[config.mk]
export PLATFORM = sky130hd
export DESIGN_NAME = padc_ocal
export DESIGN_NICKNAME = d
export VERILOG_FILES = /design/src/rtl/padc_ocal.sv
export SDC_FILE = /design/constraint.sdc
export NUM_CORES = 1
export LEC_CHECK = 0
export BUFFER_PORTS_ARGS = -buffer_cell sky130_fd_sc_hd__buf_2
export CORE_MARGIN = 4
export CORE_UTILIZATION = 45
export DETAILED_ROUTE_END_ITERATION = 7
export GPL_TIMING_DRIVEN = 0
export PLACE_DENSITY = 0.7
export SETUP_SLACK_MARGIN = 0.2
export SYNTH_ARGS = -nofsm -noshare
export SYNTH_HDL_FRONTEND = slang
export SYNTH_SLANG_ARGS = --single-unit
[constraint.sdc]
create_clock -name clk -period 4.5 [get_ports clk]
set_clock_uncertainty 0.15 [all_clocks]
set_input_delay 0.45 -clock clk [delete_from_list [all_inputs] [get_ports clk]]
set_output_delay 0.45 -clock clk [all_outputs]
set_load 0.1 [all_outputs]
[src/rtl/padc_ocal.sv]
// ---------------------------------------------------------------------------
// padc_ocal - offset calibration and output buffer for the padc_dig stream.
//
// Takes one aligned signed sample per clock. Each calibration averages
// 2**CAL_LOG2N samples, taken while the system shorts the ADC input, to learn
// the ADC offset. In RUN the offset is subtracted from every sample, the
// result is saturated to W bits and written into a small valid/ready FIFO.
//
// Ports
//   clk        clock
//   rstn       asynchronous active-low reset
//   dig_in     raw signed sample, new every cycle
//   cal_start  one-cycle calibration request, honoured only in RUN
//   out_data   FIFO head (offset-corrected sample), held when FIFO is empty
//   out_valid  FIFO not empty
//   out_ready  consumer takes the head when out_valid && out_ready
//   cal_done   one-cycle pulse when offset_o is updated
//   offset_o   current signed offset
//   overflow   sticky flag: a RUN sample was dropped because the FIFO was full;
//              cleared when a calibration starts
// ---------------------------------------------------------------------------
module padc_ocal #(
  parameter int W         = 8,
  parameter int PIPE_LAT  = 7,
  parameter int CAL_LOG2N = 4,
  parameter int DEPTH     = 4
) (
  input  logic                clk,
  input  logic                rstn,
  input  logic signed [W-1:0] dig_in,
  input  logic                cal_start,
  output logic signed [W-1:0] out_data,
  output logic                out_valid,
  input  logic                out_ready,
  output logic                cal_done,
  output logic signed [W-1:0] offset_o,
  output logic                overflow
);

  localparam int AW      = (DEPTH > 2) ? $clog2(DEPTH) : 1;
  localparam int CW      = AW + 1;
  localparam int ACCW    = W + CAL_LOG2N;
  localparam int CAL_N   = 2 ** CAL_LOG2N;
  localparam int CNT_MAX = (PIPE_LAT > CAL_N) ? PIPE_LAT : CAL_N;
  localparam int CNTW    = $clog2(CNT_MAX + 1);

  localparam logic [CNTW-1:0] LAT_LAST  = CNTW'(PIPE_LAT - 1);
  localparam logic [CNTW-1:0] CAL_LAST  = CNTW'(CAL_N);
  localparam logic [CNTW-1:0] CNT_ONE   = CNTW'(1);
  localparam logic [ACCW:0]   RND_HALF  = (ACCW + 1)'(2 ** (CAL_LOG2N - 1));
  localparam logic [CW-1:0]   FIFO_FULL = CW'(DEPTH);

  typedef enum logic [1:0] {
    ST_WARM       = 2'd0,
    ST_RUN        = 2'd1,
    ST_CAL_SETTLE = 2'd2,
    ST_CAL_ACC    = 2'd3
  } state_t;

  // Clamp a W+1 bit signed value into the W bit signed range. The value is out
  // of range exactly when its two top bits disagree; the top bit gives the side.
  function automatic logic signed [W-1:0] sat_w(input logic signed [W:0] v);
    logic signed [W-1:0] r;
    if (v[W] != v[W-1]) begin
      r = v[W] ? {1'b1, {(W-1){1'b0}}} : {1'b0, {(W-1){1'b1}}};
    end else begin
      r = v[W-1:0];
    end
    return r;
  endfunction

  state_t                 state_r;
  logic [CNTW-1:0]        cnt_r;
  logic signed [ACCW-1:0] acc_r;
  logic signed [W-1:0]    offset_r;
  logic                   cal_done_r;
  logic                   overflow_r;

  logic signed [W-1:0]    mem_r [DEPTH];
  logic [AW-1:0]          wr_ptr_r;
  logic [AW-1:0]          rd_ptr_r;
  logic [CW-1:0]          count_r;
  logic signed [W-1:0]    out_data_r;
  logic                   out_valid_r;

  logic signed [W:0]      corr_s;
  logic signed [W-1:0]    corr_sat_s;
  logic signed [ACCW:0]   rnd_s;
  logic signed [ACCW:0]   avg_s;
  logic                   run_s;
  logic                   pop_s;
  logic                   push_s;
  logic                   drop_s;
  logic [CW-1:0]          count_nxt_s;
  logic [AW-1:0]          rd_nxt_s;
  logic signed [W-1:0]    head_nxt_s;

  // Offset correction and calibration average arithmetic.
  always_comb begin
    corr_s     = {dig_in[W-1], dig_in} - {offset_r[W-1], offset_r};
    corr_sat_s = sat_w(corr_s);
    // Round half up: add half an LSB of the average before the arithmetic shift.
    rnd_s      = {acc_r[ACCW-1], acc_r} + RND_HALF;
    avg_s      = rnd_s >>> CAL_LOG2N;
  end

  // FIFO handshake, push acceptance and next head value.
  always_comb begin
    run_s       = (state_r == ST_RUN);
    pop_s       = out_valid_r && out_ready;
    push_s      = run_s && ((count_r < FIFO_FULL) || pop_s);
    drop_s      = run_s && !push_s;
    count_nxt_s = count_r + CW'(push_s) - CW'(pop_s);
    rd_nxt_s    = rd_ptr_r + AW'(pop_s);
    // When the new head is the entry being written this cycle, forward it.
    if (push_s && (wr_ptr_r == rd_nxt_s)) begin
      head_nxt_s = corr_sat_s;
    end else begin
      head_nxt_s = mem_r[rd_nxt_s];
    end
  end

  // Control FSM: warm-up, run, calibration settle and accumulate.
  always_ff @(posedge clk or negedge rstn) begin
    if (!rstn) begin
      state_r    <= ST_WARM;
      cnt_r      <= '0;
      acc_r      <= '0;
      offset_r   <= '0;
      cal_done_r <= 1'b0;
      overflow_r <= 1'b0;
    end else begin
      cal_done_r <= 1'b0;
      case (state_r)
        ST_WARM: begin
          if (cnt_r == LAT_LAST) begin
            state_r <= ST_RUN;
            cnt_r   <= '0;
          end else begin
            cnt_r <= cnt_r + CNT_ONE;
          end
        end
        ST_RUN: begin
          if (cal_start) begin
            state_r    <= ST_CAL_SETTLE;
            cnt_r      <= '0;
            overflow_r <= 1'b0;
          end
        end
        ST_CAL_SETTLE: begin
          if (cnt_r == LAT_LAST) begin
            state_r <= ST_CAL_ACC;
            cnt_r   <= '0;
            acc_r   <= '0;
          end else begin
            cnt_r <= cnt_r + CNT_ONE;
          end
        end
        ST_CAL_ACC: begin
          // cnt_r == CAL_N is the cycle after the last accumulated sample.
          if (cnt_r == CAL_LAST) begin
            offset_r   <= sat_w(avg_s[W:0]);
            cal_done_r <= 1'b1;
            state_r    <= ST_RUN;
            cnt_r      <= '0;
          end else begin
            acc_r <= acc_r + {{CAL_LOG2N{dig_in[W-1]}}, dig_in};
            cnt_r <= cnt_r + CNT_ONE;
          end
        end
        default: begin
          state_r <= ST_WARM;
          cnt_r   <= '0;
        end
      endcase
      // A dropped sample is recorded even on the cycle a calibration starts.
      if (drop_s) begin
        overflow_r <= 1'b1;
      end
    end
  end

  // FIFO storage, pointers and registered head/valid outputs.
  always_ff @(posedge clk or negedge rstn) begin
    if (!rstn) begin
      for (int i = 0; i < DEPTH; i++) begin
        mem_r[i] <= '0;
      end
      wr_ptr_r    <= '0;
      rd_ptr_r    <= '0;
      count_r     <= '0;
      out_data_r  <= '0;
      out_valid_r <= 1'b0;
    end else begin
      if (push_s) begin
        mem_r[wr_ptr_r] <= corr_sat_s;
        wr_ptr_r        <= wr_ptr_r + AW'(1);
      end
      rd_ptr_r    <= rd_nxt_s;
      count_r     <= count_nxt_s;
      out_valid_r <= (count_nxt_s != '0);
      // Hold the last head when the FIFO runs empty.
      if (count_nxt_s != '0) begin
        out_data_r <= head_nxt_s;
      end
    end
  end

  assign out_data  = out_data_r;
  assign out_valid = out_valid_r;
  assign cal_done  = cal_done_r;
  assign offset_o  = offset_r;
  assign overflow  = overflow_r;

endmodule

==> flow_metrics.py <==
metrics = {
    "run_status": {
        "status": "completed",
    },
    "sta": {
        "grt_setup_unrepaired": "no",
        "fin_tns_setup_ps": 0,
        "fin_crit_sh_pct": 79.1,
        "slew_violations": 0,
        "tightest_slew_ps": 795,
        "setup_viol": 0,
        "clock.fmax_mhz": 281,
        "timing.slew.headroom_pct": 47.0,
        "finalHoldViolCount": 0,
        "finalCriticalPeriod_ps": 3560,
        "hold_ws_ps": 255,
    },
    "yosys": {
        "synthSimpleGateAreaFrac_pct": 12.0,
        "synth_top_family_by_area": "compound AO/OA/AOI/OAI gates",
        "synth_fa_ha_area_share_pct": 10.4,
        "synth_nets": 499,
        "yosys-top-cells-area": "dfrtp_1 (40%), ha_1 (9.1%), mux2_2 (7.3%), mux4_2 (3.8%), o21ai_0 (2.9%)",
        "ys.warnings.count": 0,
        "ys_dominant_reg_cell": "dfrtp_1",
        "ys_ff_latch": 77,
        "yosysSeqAreaShare_pct": 40.1,
        "synth_edf_count": 0,
        "synth.distinct_cells": 63,
        "syn_inst": 449,
        "synth.top_cell.area_share_pct": 40.1,
        "synth-xor-area-share_pct": 4.22,
        "yosys.area.top_type": "dfrtp_1",
        "synth_mux_area_share_pct": 11.7,
        "synth_compound_area_share_pct": 18.5,
        "syn-cell-area_um2": 4800,
        "async_flop_share_pct": 100,
        "synth.top_cells.by_count": "dfrtp_1 (77), ha_1 (35), nand2_1 (34), mux2_2 (31), inv_1 (30)",
        "synth_most_common_cell": "dfrtp_1",
        "syn_avg_cell_area_um2": 10.7,
    },
    "clock_tree": {
        "cts_tree": "yes",
        "cts_root_buf": "clkbuf_8",
        "postCtsSetupRepairBufs": 0,
        "cts_buffer_depth": 2,
        "clk_latency_ps": 370,
        "htreeDepth": 3,
        "clkTransAtPathRegs_ps": 100,
        "cts_buffers": 9,
        "clock-sinks": 77,
    },
    "power": {
        "peakVddDrop_v": 0.000475,
        "p_total_w": 0.00400,
        "leakage_nw": 2.45,
        "power_per_cell_area_nw_per_um2": 748,
    },
    "routing": {
        "via_per_inst": 5.69,
        "wl_per_cell_um": 16.0,
        "drc": 0,
        "dr.pass1.iters": 4,
        "drtIter0Drc": 163,
        "drt_wl_total_um": 10200,
        "num_vias": 3602,
        "ant_nets": 0,
    },
    "critical_path": {
        "crit_family": "adder cells",
        "cp_num_buf_inv": 5,
        "criticalPathCategory": "reg -> reg",
        "cp.depth": 14,
        "start_kind": "register",
        "cpPeakStageDelay_ps": 480,
        "worst_ep_arrival_time_ps": 3680,
        "critPathSlowestCell": "fa_1",
        "r2r-start": "state_r[1]",
        "critPathLaunch": "state_r[1]",
        "cp.required_ps": 4620,
        "end_kind": "register",
        "r2r-end": "out_data[6]",
        "crit_chain": "inv_1 -> ha_1 -> and2_1 -> buf_2 -> inv_1 -> ha_1 -> inv_1 -> ha_1 -> fa_1 -> nor3_2 -> inv_2 -> and2_1 -> a22o_1 -> a21o_1",
        "endpoint": "out_data[6]",
        "crit_path_max_fanout": 9,
        "reg2reg_setup_slack_ps": 940,
        "ff2ff_path_depth": 14,
    },
    "cells_and_area": {
        "synthToLayoutAreaGrowth_pct": 11.4,
        "diodes": 0,
        "final_core_util_pct": 51.6,
        "layoutNonFillerInstCount": 633,
        "n_fill_cell": 949,
        "regArea_um2": 1930,
        "nNetsFinal": 542,
        "layout-drive-gt1-share_pct": 21.3,
        "multi_input_area_um2": 2730,
    },
    "grt": {
        "grt_start_max_net_pins": 56,
        "overflow": 0,
        "grt_pass1_vias": 3711,
        "grtUsageTotal_pct": 17.4,
        "grt_first_pass_wirelength_um": 17800,
        "antenna_found_initial": 0,
    },
    "die": {
        "die_x_um": 111,
        "rows": 37,
        "core-area_um2": 10400,
        "ios": 31,
        "die-area_um2": 12400,
        "fp.dieH_um": 111,
        "start_util_pct": 46.3,
    },
    "hold_path": {
        "hold_path_class": "in -> reg",
    },
    "placed_design": {
        "portBuffers": 30,
        "hpwl_um": 7660,
        "dp.cells": 616,
        "gp_congestion": 0.854,
    },
    "flow_run": {
        "cap_viol_max_count": 0,
    },
}
[how the worst min path moves through the flow]
stage	cells past startpoint	end	start	slack, ps
after floorplan	0	acc_r[0]	rstn	4
after global placement	2	mem_r[31]	mem_r[31]	310
after detailed placement	1	cal_done	rstn	230
after CTS	4	overflow	cal_start	250
after global routing	4	overflow	cal_start	300
final	4	overflow	cal_start	250
[metal layers]
metal | wire [µm] | vias up | track usage (%)
met2 | 4990 | 39 | 28.8
li1 | - | 1731 | -
met5 | 0 | - | 0
met4 | 201 | 0 | 6.65
met3 | 275 | 19 | 3.15
met1 | 4690 | 1813 | 23.0
[per-stage QoR]
| step | cell area (µm²) | setup WS, ps |
|---|---|---|
| 6_report | 5350 | 941 |
| 4_1_cts | 5350 | 922 |
| 2_1_floorplan | 4800 | 865 |
| 3_5_place_dp | 5150 | 926 |
| 5_1_grt | 5350 | 706 |
| 3_3_place_gp | 5120 | 1000 |
[tightest hold or removal path: stages]
cell	delay, ps
buf_2	100
nand2_1	50
nand2_1	50
o21ai_0	70
[power breakdown]
group / internal [W] / switching (W)
combinational: 0.000920 / 0.00137
clock: 0.000214 / 0.000306
sequential: 0.000999 / 0.000191
total: 0.00213 / 0.00187
[logic make-up (layout without fill, tap and decap cells)]
group / after synthesis / after routing
buffers and inverters: 37 / 85
AO/OA/AOI/OAI: 122 / 122
adder cells (fa/ha/maj): 38 / 38
XOR/XNOR: 21 / 21
flip-flops: 77 / 77
multiplexers: 41 / 41
AND/OR/NAND/NOR: 113 / 113
[placed cells by master (no fill, tap or decap), drive strengths merged, types with 9 or more instances in the layout]
master,n
ha,35
a22o,11
xor2,9
nand3,18
o211ai,9
a21oi,14
nor2,19
o21ai,30
mux2,31
inv,36
clkbuf,12
nand2,34
dfrtp,77
buf,34
xnor2,12
a21o,12
[sequential cells by signal, summed over array words and instances, names as in the netlist]
signal / flops
rd_ptr_r: 2
offset_o: 8
cnt_r: 5
cal_done: 1
wr_ptr_r: 2
mem_r: 32
acc_r: 12
overflow: 1
state_r: 2
count_r: 3
out_valid: 1
out_data: 8
[repair_timing]
item / CTS / global route
gates resized for setup: 0 / 0
hold buffers: 1 / 0
endpoints found under the hold margin: 22 / 0
[layout make-up]
| class | count | share of cell area [%] |
|---|---|---|
| Tap cell | 136 | 3.18 |
| Sequential cell | 77 | 36.0 |
| Clock inverter | 7 | 1.19 |
| Inverter | 31 | 2.17 |
| Clock buffer | 9 | 2.31 |
| Timing Repair Buffer | 32 | 3.55 |
| Multi-Input combinational cell | 335 | 51.0 |
| Buffer | 6 | 0.608 |
(Power assumes the default switching activity.)
